--- config.mk ---
export PLATFORM = sky130hd
export DESIGN_NAME = bist_controller_flat
export DESIGN_NICKNAME = d
export VERILOG_FILES = /design/src/rtl/bist_controller_if.sv /design/src/rtl/bist_controller.sv /design/src/flat_wrapper.sv
export SDC_FILE = /design/constraint.sdc
export NUM_CORES = 1
export LEC_CHECK = 0
export ABC_AREA = 1
export BUFFER_PORTS_ARGS = -buffer_cell sky130_fd_sc_hd__clkbuf_2
export CAP_MARGIN = 5
export CORE_MARGIN = 8
export CORE_UTILIZATION = 30
export DETAILED_ROUTE_END_ITERATION = 16
export PLACE_DENSITY_LB_ADDON = 0.3
export SYNTH_ARGS = -nofsm -noshare
export SYNTH_HDL_FRONTEND = slang
export SYNTH_SLANG_ARGS = --single-unit
export TNS_END_PERCENT = 30
--- constraint.sdc ---
create_clock -name clk -period 1.37 [get_ports clk]
set_input_delay 0.2055 -clock clk [delete_from_list [all_inputs] [get_ports clk]]
set_output_delay 0.2055 -clock clk [all_outputs]
set_load 0.05 [all_outputs]
--- src/rtl/bist_controller_if.sv ---
// Control bundle between the BIST sequencer, its pattern/address datapath
// and the system status logic.
interface bist_controller_if;
    logic error;
    logic pat_end;
    logic count_end;
    logic nxt_pat;
    logic nxt_count;
    logic tst_state;
    logic tst_pass;
    logic tst_fail;
    logic rst_count;
    logic rst_pat;

    modport master (
        input  error,
        input  pat_end,
        input  count_end,
        output nxt_pat,
        output nxt_count,
        output tst_state,
        output tst_pass,
        output tst_fail,
        output rst_count,
        output rst_pat
    );

    modport slave (
        output error,
        output pat_end,
        output count_end,
        input  nxt_pat,
        input  nxt_count,
        input  tst_state,
        input  tst_pass,
        input  tst_fail,
        input  rst_count,
        input  rst_pat
    );
endinterface

--- src/rtl/bist_controller.sv ---
// RAM BIST sequencer: walks every (pattern, address) pair and latches a
// sticky pass/fail verdict. Moore FSM with registered outputs.
module bist_controller #(
    parameter int START_DELAY = 2
) (
    input  logic               clk,
    input  logic               rst,
    bist_controller_if.master  bus
);
    localparam int CW = (START_DELAY < 1) ? 1 : $clog2(START_DELAY + 1);

    typedef enum logic [2:0] {
        INIT     = 3'd0,
        TEST     = 3'd1,
        NEXT_PAT = 3'd2,
        PASS     = 3'd3,
        FAIL     = 3'd4
    } state_t;

    state_t        state;
    state_t        nxt;
    logic [CW-1:0] cnt;
    logic [CW-1:0] cnt_nxt;

    always_comb begin
        nxt     = state;
        cnt_nxt = '0;
        if (!rst) begin
            nxt = INIT;
        end else begin
            case (state)
                INIT: begin
                    if (cnt == CW'(START_DELAY)) begin
                        nxt = TEST;
                    end else begin
                        cnt_nxt = cnt + CW'(1);
                    end
                end
                TEST: begin
                    if (bus.error) begin
                        nxt = FAIL;
                    end else if (bus.count_end && bus.pat_end) begin
                        nxt = PASS;
                    end else if (bus.count_end) begin
                        nxt = NEXT_PAT;
                    end
                end
                // Compare data is not valid while the pattern advances.
                NEXT_PAT: nxt = TEST;
                PASS:     nxt = PASS;
                FAIL:     nxt = FAIL;
                default:  nxt = INIT;
            endcase
        end
    end

    // Outputs are decoded from the next state so they line up with it.
    always_ff @(posedge clk) begin
        state         <= nxt;
        cnt           <= cnt_nxt;
        bus.nxt_pat   <= (nxt == NEXT_PAT);
        bus.nxt_count <= (nxt == TEST);
        bus.tst_state <= (nxt == TEST) || (nxt == NEXT_PAT);
        bus.tst_pass  <= (nxt == PASS);
        bus.tst_fail  <= (nxt == FAIL);
        bus.rst_count <= (nxt == INIT) || (nxt == NEXT_PAT);
        bus.rst_pat   <= (nxt == INIT);
    end
endmodule

--- src/flat_wrapper.sv ---
// flat-port wrapper written by rule: the top's interface ports become plain ports
module bist_controller_flat 
#(
    parameter int START_DELAY = 2
)
  (clk, rst, bus_error, bus_pat_end, bus_count_end, bus_nxt_pat, bus_nxt_count, bus_tst_state, bus_tst_pass, bus_tst_fail, bus_rst_count, bus_rst_pat);
  bist_controller_if bus_i ();
  input  logic clk;
  input  logic rst;
  input wire logic [$bits(bus_i.error)-1:0] bus_error;
  input wire logic [$bits(bus_i.pat_end)-1:0] bus_pat_end;
  input wire logic [$bits(bus_i.count_end)-1:0] bus_count_end;
  output wire logic [$bits(bus_i.nxt_pat)-1:0] bus_nxt_pat;
  output wire logic [$bits(bus_i.nxt_count)-1:0] bus_nxt_count;
  output wire logic [$bits(bus_i.tst_state)-1:0] bus_tst_state;
  output wire logic [$bits(bus_i.tst_pass)-1:0] bus_tst_pass;
  output wire logic [$bits(bus_i.tst_fail)-1:0] bus_tst_fail;
  output wire logic [$bits(bus_i.rst_count)-1:0] bus_rst_count;
  output wire logic [$bits(bus_i.rst_pat)-1:0] bus_rst_pat;
  assign bus_i.error = bus_error;
  assign bus_i.pat_end = bus_pat_end;
  assign bus_i.count_end = bus_count_end;
  assign bus_nxt_pat = bus_i.nxt_pat;
  assign bus_nxt_count = bus_i.nxt_count;
  assign bus_tst_state = bus_i.tst_state;
  assign bus_tst_pass = bus_i.tst_pass;
  assign bus_tst_fail = bus_i.tst_fail;
  assign bus_rst_count = bus_i.rst_count;
  assign bus_rst_pat = bus_i.rst_pat;
  bist_controller #(.START_DELAY(START_DELAY)) u_core (.clk(clk), .rst(rst), .bus(bus_i));
endmodule
==> flow_summary_export.csv <==
group,metric,value,unit
run_status,status,"finished clean",
place,pre_cts_ws,0.2815,ns
route,dr_total_vias,316,
sta,relSlewSlack,0.8139,
sta,fmax,931.4,MHz
finish,num-fill-cells,138,
synth,synthMuxAreaShare,0,
sta,hold_viol,0,
global_route,grt_pass1_wl,1.186,mm
sta,period_minus_slack,1.074,ns
synth,synth_commonest_cells,"dfxtp_1, nand2_1, inv_1, nor2_1, nand3_1",
critical_path,path_common_cell,"nand2_2",
cts,postCtsHoldBufs,0,
sta,setup_viol,0,
synth,synth_xor_area_frac,0,
place,place_hpwl,546.5,µm
route,first_pass_iters,2,
synth,synth_area_leaders,"dfxtp_1, nand2_1, inv_1, nor2_1, nand3_1",
critical_path,critical_path_class,"flip-flop to flip-flop",
critical_path,critPathCaptureType,"flip-flop",
finish,area_growth,23.40,%
synth,synth.largest_area_cell,"dfxtp_1",
cts,clk_pin_slew,0.06,ns
place,portBuffers,11,
cts,insertion_delay,0.26,ns
global_route,grt_max_degree,7,
floorplanning,core_area,0.001285,mm²
critical_path,startpoint_type,"flip-flop",
synth,synthAdderAreaFrac,0.03040,
cts,post_cts_resized,0,
global_route,grt_pass1_vias,317,
critical_path,slowest_stage,"dfxtp_1",
global_route,overflow,0,
worst_hold_path,hold_class,"input pin to flip-flop",
synth,syn_area,411.6,µm²
cts,numCtsBuffers,3,
route,ant_nets,0,
floorplanning,initial_core_util,0.3204,
synth,ys_async_sr_fraction,0,
synth,ys_seq_area_frac,0.5836,
critical_path,slowest_delay,0.33,ns
finish,final_core_util,0.3953,
floorplanning,rows,13,
sta,fin_crit_sh,0.7837,
sta,rsz0062_at_grt,"no",
floorplanning,io_pins,12,
cts,htree_levels,1,
cts,root_buffer,"clkbuf_4",
synth,ys_ff_latch,12,
finish,fin_nets,71,
cts,clock_path_buffers,2,
power_and_ir_drop,p_leak,0.2855,nW
finish,drive_gt1_frac,0.3175,
synth,yosysWarnings,0,
critical_path,critPathMaxFanout,4,
global_route,antenna_found_initial,0,
floorplanning,die_h,53.04,µm
power_and_ir_drop,irDropWorstVdd,0.0007666,V
job,drv_cap,0,
route,drc,0,
critical_path,crit_arrival,1.27,ns
synth,synth_edf_count,0,
route,wl,639,µm
power_and_ir_drop,power_density,1979,mW/mm²
sta,fin_ws,0.2964,ns
synth,yosys.area_share.simple,0.2614,
sta,drv_slew,0,
cts,cts.sinks,12,
cts,post-cts-setup-buffer-count,0,
critical_path,cp_top_family,"flip-flops",
critical_path,cp_cell_sequence,"inv_1 -> ha_1 -> a21oi_2 -> nand2_2 -> nand2_2 -> nand2_1 -> nor2_1",
synth,synthDistinctLibCells,12,
route,initialDrtViolationCount,6,
synth,synth_compound_area_frac,0.03343,
synth,yosysMostFrequentCell,"dfxtp_1",
route,wl_per_cell,8.192,µm
sta,worstMarginPinSlew,0.2803,ns
route,drt-vias-per-instance,4.051,
floorplanning,dieWidth,53.04,µm
finish,n_antenna_cell,0,
floorplanning,die_area,0.002813,mm²
critical_path,crit_required,1.57,ns
synth,syn_nets,55,
synth,synth_top_area_frac,0.5836,
cts,cts_tree,"yes",
synth,synth_top_family_by_area,"simple AND/OR/NAND/NOR gates",
sta,tns,0,ns
global_route,track_usage,0.05856,
sta,finClkSkew,0.0009181,ns
critical_path,crit_buf_inv,1,
synth,syn_avg_cell_area,8.401,µm²
synth,synth-main-ff-cell,"dfxtp_1",
synth,synth_cells,49,
place,gp_congestion,0.7812,
power breakdown:
part	switching, mW	internal (mW)
Sequential	0.0358	0.429
Clock	0.0924	0.101
Combinational	0.258	0.0889
layer usage:
layer / up-vias / track usage / part of all wire
met2: 9 / 0.09570 / 0.45
li1: 173 / - / -
met5: - / 0 / 0
met3: 0 / 0.05042 / 0.13
met1: 134 / 0.05423 / 0.41
met4: 0 / 0.01293 / 0
cells by family after synthesis:
logic type      Yosys count
compound gates            2
fa+ha+maj                 1
buf+inv                  10
flops                    12
simple gates             24
path summary, 6_finish.rpt:
| check | from | endpoint | slack [ns] | cells past startpoint |
|---|---|---|---|---|
| setup / recovery | u_core.cnt[0] | u_core.bus.rst_pat | 0.30 | 7 |
| hold / removal | rst | u_core.bus.tst_fail | 0.22 | 3 |
| hold reg to reg | u_core.cnt[0] | u_core.cnt[0] | 0.42 | 1 |
| setup reg to reg | u_core.cnt[0] | u_core.bus.rst_pat | 0.30 | 7 |
tightest hold or removal path, stage by stage:
cell and delay (ns):
clkbuf_2 0.09, nand3_1 0.09, nor2_1 0.04
flip-flops by register name, summed over array words and instances, names as in the netlist:
register and cells:
u_core.cnt 2, u_core.bus.rst_count 1, u_core.bus.rst_pat 1, u_core.bus.nxt_count 1
u_core.bus.tst_pass 1, u_core.state 3, u_core.bus.tst_state 1, u_core.bus.tst_fail 1
u_core.bus.nxt_pat 1
layout make-up:
type                    instances  area, µm²  share of cell area
inverters                      10      37.54             0.07389
well taps                      15      18.77             0.03695
multi-input cells              27      133.9              0.2635
repair buffers                 11      55.05              0.1084
flip-flops and latches         12      240.2              0.4729
clock buffers                   3      22.52             0.04433
layout by cell type, fill, tap and decap left out, drive strengths merged:
cell type / count
clkbuf: 14
inv: 10
ha: 1
nor2: 9
a21oi: 2
nor3: 1
nand3: 3
dfxtp: 12
nand2: 11
per-stage QoR:
stage               power, mW  cells  hold slack [ns]  area [µm²]
finish                  1.005     78           0.2167       508.0
global route            1.096     78           0.2015       508.0
CTS                     1.023     78           0.2081       508.0
detailed placement     0.8270     75           0.4137       485.5
global placement       0.8186     75           0.4008       485.5
floorplan              0.7501     49           0.3672       411.6
No activity file was read; power rests on OpenSTA's default activity.
